## src/rtl/fft_pkg.sv

```systemverilog
// Shared FFT definitions: default frame geometry and the loader state encoding.
package fft_pkg;

  localparam int FFT_N_LOG2 = 10;
  localparam int FFT_DATA_W = 32;

  typedef enum logic [1:0] {
    ST_IDLE  = 2'd0,
    ST_LOAD  = 2'd1,
    ST_FLUSH = 2'd2,
    ST_DONE  = 2'd3
  } load_state_e;

endpackage

```

## src/rtl/bit_reverse.sv

```systemverilog
// Purely combinational reversal of all N_LOG2 address bits.
module bit_reverse #(
  parameter int N_LOG2 = 10
) (
  input  logic [N_LOG2-1:0] addr_i,
  output logic [N_LOG2-1:0] addr_o
);

  for (genvar i = 0; i < N_LOG2; i++) begin : g_rev
    assign addr_o[i] = addr_i[N_LOG2-1-i];
  end

endmodule

```

## src/rtl/fft_input_loader.sv

```systemverilog
// Packs a stream of real samples into even/odd pairs and writes them, bit-reversed,
// through both ports of the complex FFT RAM; signals when a full frame is resident.
module fft_input_loader
  import fft_pkg::*;
#(
  parameter int N_LOG2 = FFT_N_LOG2,
  parameter int DATA_W = FFT_DATA_W
) (
  input  logic                     clk,
  input  logic                     rst,
  input  logic                     start,
  input  logic                     s_valid,
  input  logic signed [DATA_W-1:0] s_data,
  output logic                     s_ready,
  output logic [N_LOG2-1:0]        address_a,
  output logic [N_LOG2-1:0]        address_b,
  output logic signed [DATA_W-1:0] dreal_a,
  output logic signed [DATA_W-1:0] dreal_b,
  output logic signed [DATA_W-1:0] dimg_a,
  output logic signed [DATA_W-1:0] dimg_b,
  output logic                     wren,
  output logic                     busy,
  output logic                     frame_ready,
  input  logic                     frame_ack
);

  load_state_e              state_q, state_d;
  logic [N_LOG2-1:0]        n_q, n_d;
  logic signed [DATA_W-1:0] pair_q, pair_d;
  logic                     wren_q, wren_d;
  logic [N_LOG2-1:0]        addr_a_q, addr_a_d, addr_b_q, addr_b_d;
  logic signed [DATA_W-1:0] dreal_a_q, dreal_a_d, dreal_b_q, dreal_b_d;

  logic                     accept;
  logic [N_LOG2-1:0]        even_idx, rev_even, rev_odd;

  assign s_ready     = (state_q == ST_LOAD);
  assign busy        = (state_q == ST_LOAD) || (state_q == ST_FLUSH);
  assign frame_ready = (state_q == ST_DONE);
  assign accept      = s_valid && s_ready;
  assign even_idx    = n_q & ~N_LOG2'(1);

  bit_reverse #(.N_LOG2(N_LOG2)) u_rev_a (.addr_i(even_idx), .addr_o(rev_even));
  bit_reverse #(.N_LOG2(N_LOG2)) u_rev_b (.addr_i(n_q),      .addr_o(rev_odd));

  always_comb begin
    state_d   = state_q;
    n_d       = n_q;
    pair_d    = pair_q;
    wren_d    = 1'b0;
    addr_a_d  = addr_a_q;
    addr_b_d  = addr_b_q;
    dreal_a_d = dreal_a_q;
    dreal_b_d = dreal_b_q;
    case (state_q)
      ST_IDLE: begin
        if (start) begin
          state_d = ST_LOAD;
          n_d     = '0;
        end
      end
      ST_LOAD: begin
        if (accept) begin
          n_d = n_q + N_LOG2'(1);
          // Even sample waits in the pair register; odd sample completes the pair.
          if (!n_q[0]) begin
            pair_d = s_data;
          end else begin
            wren_d    = 1'b1;
            addr_a_d  = rev_even;
            addr_b_d  = rev_odd;
            dreal_a_d = pair_q;
            dreal_b_d = s_data;
          end
          if (&n_q) state_d = ST_FLUSH;
        end
      end
      ST_FLUSH: state_d = ST_DONE;
      ST_DONE: begin
        if (frame_ack) state_d = ST_IDLE;
      end
      default: state_d = ST_IDLE;
    endcase
  end

  always_ff @(posedge clk or posedge rst) begin
    if (rst) begin
      state_q   <= ST_IDLE;
      n_q       <= '0;
      pair_q    <= '0;
      wren_q    <= 1'b0;
      addr_a_q  <= '0;
      addr_b_q  <= '0;
      dreal_a_q <= '0;
      dreal_b_q <= '0;
    end else begin
      state_q   <= state_d;
      n_q       <= n_d;
      pair_q    <= pair_d;
      wren_q    <= wren_d;
      addr_a_q  <= addr_a_d;
      addr_b_q  <= addr_b_d;
      dreal_a_q <= dreal_a_d;
      dreal_b_q <= dreal_b_d;
    end
  end

  assign wren      = wren_q;
  assign address_a = addr_a_q;
  assign address_b = addr_b_q;
  assign dreal_a   = dreal_a_q;
  assign dreal_b   = dreal_b_q;
  assign dimg_a    = '0;
  assign dimg_b    = '0;

endmodule

```

## config.mk

```make
export PLATFORM = sky130hd
export DESIGN_NAME = fft_input_loader
export DESIGN_NICKNAME = d
export VERILOG_FILES = /design/src/rtl/fft_pkg.sv /design/src/rtl/bit_reverse.sv /design/src/rtl/fft_input_loader.sv
export SDC_FILE = /design/constraint.sdc
export NUM_CORES = 1
export LEC_CHECK = 0
export CAP_MARGIN = 10
export CORE_MARGIN = 10
export CORE_UTILIZATION = 40
export CTS_BUF_LIST = sky130_fd_sc_hd__clkbuf_16
export CTS_CLUSTER_DIAMETER = 50
export DETAILED_ROUTE_END_ITERATION = 6
export PLACE_DENSITY = 0.76
export SYNTH_ARGS = -nofsm -noshare
export SYNTH_HDL_FRONTEND = slang
export SYNTH_SLANG_ARGS = --single-unit
```

## constraint.sdc

```tcl
create_clock -name clk -period 3.5 [get_ports clk]
set_clock_uncertainty 0.05 [all_clocks]
set_input_delay 0.35 -clock clk [delete_from_list [all_inputs] [get_ports clk]]
set_output_delay 0.35 -clock clk [all_outputs]
set_load 0.02 [all_outputs]
```

; ---- Word-level counts from Yosys, hierarchy flattened
; Index checks and enable logic that the tools add are counted.
[word_totals]
reg_bits = 128
input_bits = 37
output_inout_bits = 152
word_cells = 37
[op_classes]
add_sub_neg = 1
eq_ne = 7
mux = 11
bitwise = 1
n_reduce_logical = 9
[ops]
columns = operator, count
row1 = $mux W10, 2
row2 = $pmux W10 S2, 1
row3 = $add A10 B1 Y10 const B, 1
row4 = $reduce_and A10 Y1, 1
row5 = $reduce_and A3 Y1, 3
row6 = $mux W2, 4
row7 = $pmux W2 S4, 1
row8 = $ne A2 B1 Y1 const B, 3
row9 = $eq A2 B2 Y1 const B, 2
row10 = $reduce_and A4 Y1, 1
row11 = $mux W1, 3
row12 = $eq A2 B1 Y1 const B, 1
row13 = $logic_not A2 Y1, 1
row14 = $ne A2 B2 Y1 const B, 1
row15 = $reduce_bool A2 Y1, 1
row16 = $logic_and A1 B1 Y1, 1
row17 = $logic_or A1 B1 Y1, 1
row18 = $not A1 Y1, 1

; ---- Logic depth before layout (Yosys ltp)
[logic_depth]
ltp_word = 4
depth_mapped = 7
ltp_nobuf = 6

; ---- Modules after synthesis
; Synthesis repeated with hierarchy kept, for this count alone.
[unflattened]
hier_cells = 413
area_unflattened_um2 = 5785.5
[modules_own_cells]
columns = mod, instances, cells_each, area_per_inst_um2, seq_area_each_um2
row1 = fft_input_loader, 1, 393, 5635.4, 3228.1
row2 = bit_reverse, 2, 10, 75.1, 0.0

; ---- Least setup slack after synthesis
; No wires, ideal clock.
[synth_timing]
path_type = register -> register
startpoint = reg state_q[1]
endpoint = reg addr_b_q[0] (netlist: address_b[0])
setup_ns = 0.125
t_arrival_ns = 1.586
required_time_ns = 3.325
path_slack_ns = 1.739
path_stages_with_launch = 7
n_path_buf = 2
synth_period_minus_slack_ns = 1.761
cell_sequence = dfrtp_1 -> inv_1 -> ha_1 -> nand3_1 -> buf_2 -> buf_6 -> mux2_2
[synth_between]
elab_chain_len = 3
[synth_rtl]
columns = item, line
row1 = from (decl), fft_input_loader.sv:27  ; load_state_e state_q, state_d;
row2 = from (signal assigned), fft_input_loader.sv:97  ; state_q <= state_d;
row3 = $eq A2 B1 Y1 (*), fft_input_loader.sv:37  ; assign s_ready = (state_q == ST_LOAD);
row4 = named net s_ready, fft_input_loader.sv:14  ; output logic s_ready,
row5 = $logic_and A1 B1 Y1, fft_input_loader.sv:40  ; assign accept = s_valid && s_ready;
row6 = $reduce_and A3 Y1 (no source line) (*), n/a
row7 = to (signal assigned), fft_input_loader.sv:102  ; addr_b_q <= addr_b_d;
row8 = to (decl), fft_input_loader.sv:31  ; logic [N_LOG2-1:0] addr_a_q, addr_a_d, addr_b_q, addr_b_d;
; Mark *: on every way through the listed nets, which the timed path passes. The rest lies on a longest branch.
; A chain may end at the register's enable or synchronous reset.

; ---- Worst setup path after layout
[layout_timing]
startpoint = reg state_q[1]
endpoint = reg pair_q[22]
[layout_between]
elab_chain_len = 3
[layout_rtl]
columns = item, line
row1 = $eq A2 B1 Y1 (*), "fft_input_loader.sv:37, fft_input_loader.sv:55"
row2 = $logic_and A1 B1 Y1, fft_input_loader.sv:40
row3 = $reduce_and A3 Y1 (no source line) (*), n/a
row4 = to (signal assigned), fft_input_loader.sv:99  ; pair_q <= pair_d;
row5 = to (decl), fft_input_loader.sv:29  ; logic signed [DATA_W-1:0] pair_q, pair_d;
; Every way passes the cells marked *; elsewhere a longest branch is shown, timed or not.

==> metrics <==
post-detail-place hpwl=8386 um; CP startpoint=state_q[1]$_DFFE_PP0P_; Final GP Congestion=0.7769; pwr/cell area=775.2 mW/mm2; largest net degree at the start of global routing=64; Worst VDD drop=407.2 uV; register area=0.002978 mm2; critical path class=register to register; Post-synth ARST share=1.000; Ports=189; Layout fillers=1050; DR vias=3118; commonest non-fill, non-tap cell in the layout=clkdlybuf4s50_1; Final Hold Vio Count=0; post-route ant nets=0; Primary FF master, synth=dfrtp_1; nets@finish=551; RSZ-0062 raised after global routing=false; initial DRC count=105; layout cells sized above 1=0.2821; Die Ht=134.8 um; flops & latches, synth=119; relative slew slack=0.3862; slowest library cell on the worst path=nand3_2; CTS tree=built; Synth Warn #=0; CTS clk-pin slew, worst paths=50 ps; vias in the first global route=3505; Hold-fix buffers, CTS=0; P_leak=3.065 nW; worst reg2reg path startpoint=state_q[1]$_DFFE_PP0P_; n_diodes=0; synth-to-layout area growth=32.28%; DRT Pass-1 Iters=4; # setup viols final=0; Cell variety after synth=28; CTS Buf Count=17; Post-CTS Repair Setup Buffers=0; Tmin final=2616 ps; crit-path cells=inv_1 > ha_1 > nand3_2 > mux2_2; Die Width=134.8 um; initial antenna violation count=0; fin area=0.006973 mm2; first-pass GRT wire length=18210 um; Post-synth EDFFs=0; placed inst area=0.006385 mm2; sink count of the clock tree=119; CP endpoint kind=register; post-cts repair resize count=0; HP Class=register to register; period utilization=0.7474; via/cell ratio=4.499; DRC errors left=0; row cnt=41; later-pin clock latency in the skew report=410 ps; Initial Utilization=0.4127; startpoint types=register; Total Routing Usage GR=0.1261; root buffer cell=clkbuf_16; Critical Path Fanout Max=32; worst endpoint data arrival time=2850 ps; Synth Instances=383; most frequent cells in the layout=clkdlybuf4s50_1 (123), dfrtp_1 (119), mux2_2 (106), conb_1 (65), clkbuf_16 (17); post-synthesis sequential area ratio=0.5649; Pins Over Slew Limit=0; max-cap violation count=0; multi-input logic area=0.001873 mm2; Synth Cell Area=0.005271 mm2; core footprint=0.01277 mm2; slowest stage delay, CP=830 ps; worst slew pin tran=918.8 ps; Highest Clock Rate=382.3 MHz; routed length per instance=16.34 um; routed wire length=11320 um; port bufs=123; Overflow after GRT=0; Max clock buf depth=2; outcome=completed; H-tree levels=4; Hold Startpoint=address_b[9]$_DFFE_PP0P_; Avg Inst Size Synth=13.76 um2; Worst EP required=3740 ps; Die ar.=0.01817 mm2; Fin Setup TNS=0 ps
## state kept, by name, indices dropped and copies added (netlist names)
signal,flops
pair_q,32
state_q,2
dreal_b,32
dreal_a,32
wren,1
address_b,10
n_q,10
## final timing paths
check                      depth (start not counted)  slack (ps)                        to
max in group asynchronous                          3        2230    pair_q[13]$_DFFE_PP0P_
min                                                1         420  address_b[9]$_DFFE_PP0P_
min reg2reg                                        1         420  address_b[9]$_DFFE_PP0P_
min in group asynchronous                          2         430   dreal_a[28]$_DFFE_PP0P_
max                                                4         880    pair_q[22]$_DFFE_PP0P_
max reg2reg                                        4         880    pair_q[22]$_DFFE_PP0P_
## report_power, final
group | internal (mW) | switching (mW)
clock network | 1.11 | 0.601
registers | 1.77 | 0.232
logic | 0.875 | 0.822
total | 3.75 | 1.66
## cell families after synthesis
group	Yosys count	synth area share
flip-flops	119	0.5649
multiplexers	107	0.2283
buffers and inverters	94	0.1286
AO/OA/AOI/OAI	28	0.03323
AND/OR/NAND/NOR	28	0.02991
adder cells (fa/ha/maj)	6	0.01424
other	1	0.0007114
## area by class of cell
cell class / count / share of cell area
tap: 172 / 0.03086
sequential: 119 / 0.4271
clock inverter: 15 / 0.02333
clock buffer: 17 / 0.06101
multi-input combinational: 234 / 0.2686
timing repair buffer: 129 / 0.1848
inverter: 7 / 0.004306
## critical path, delay by kind of cell (launching register included)
kind                       cells  cell delay, ps
buffers and inverters          1             120
DFF                            1             410
and+or+nand+nor                1             830
muxes                          1             570
adders and majority gates      1             510
## per-layer routing
| metal | vias up | GRT usage | share of wire | wire, um |
|---|---|---|---|---|
| met2 | 130 | 0.2083 | 0.49 | 5587 |
| met5 | - | 0 | 0 | 0 |
| met4 | 0 | 0.05260 | 0.015 | 166 |
| met1 | 1531 | 0.1375 | 0.39 | 4431 |
| met3 | 16 | 0.05712 | 0.10 | 1136 |
| li1 | 1441 | - | - | - |
## synthesized netlist by cell type, drive strengths merged, types with 2 or more instances
cell    number  share of area
a21oi        2         0.0019
and2         2         0.0024
buf         87           0.12
dfrtp      119           0.56
ha           6          0.014
inv          7         0.0050
mux2       106           0.23
nand2        6         0.0043
nand2b       5         0.0064
nand3        7         0.0066
nand4        2         0.0024
nor2         2         0.0014
o21ai       14          0.013
o31a         2         0.0033
o31ai        6         0.0085
## per-stage QoR
stage	std cells	util	hold WS, ps	worst slack, ps	total power [mW]
floorplan	447	-	412.3	1645	2.990
global placement	661	0.4999	399.2	968.9	3.693
detailed placement	661	0.4999	407.0	845.4	3.747
CTS	693	0.5459	420.3	826.5	5.483
global route	693	0.5459	446.2	651.3	5.686
finish	693	0.5459	421.6	884.1	5.405
(Power assumes the default switching activity.)
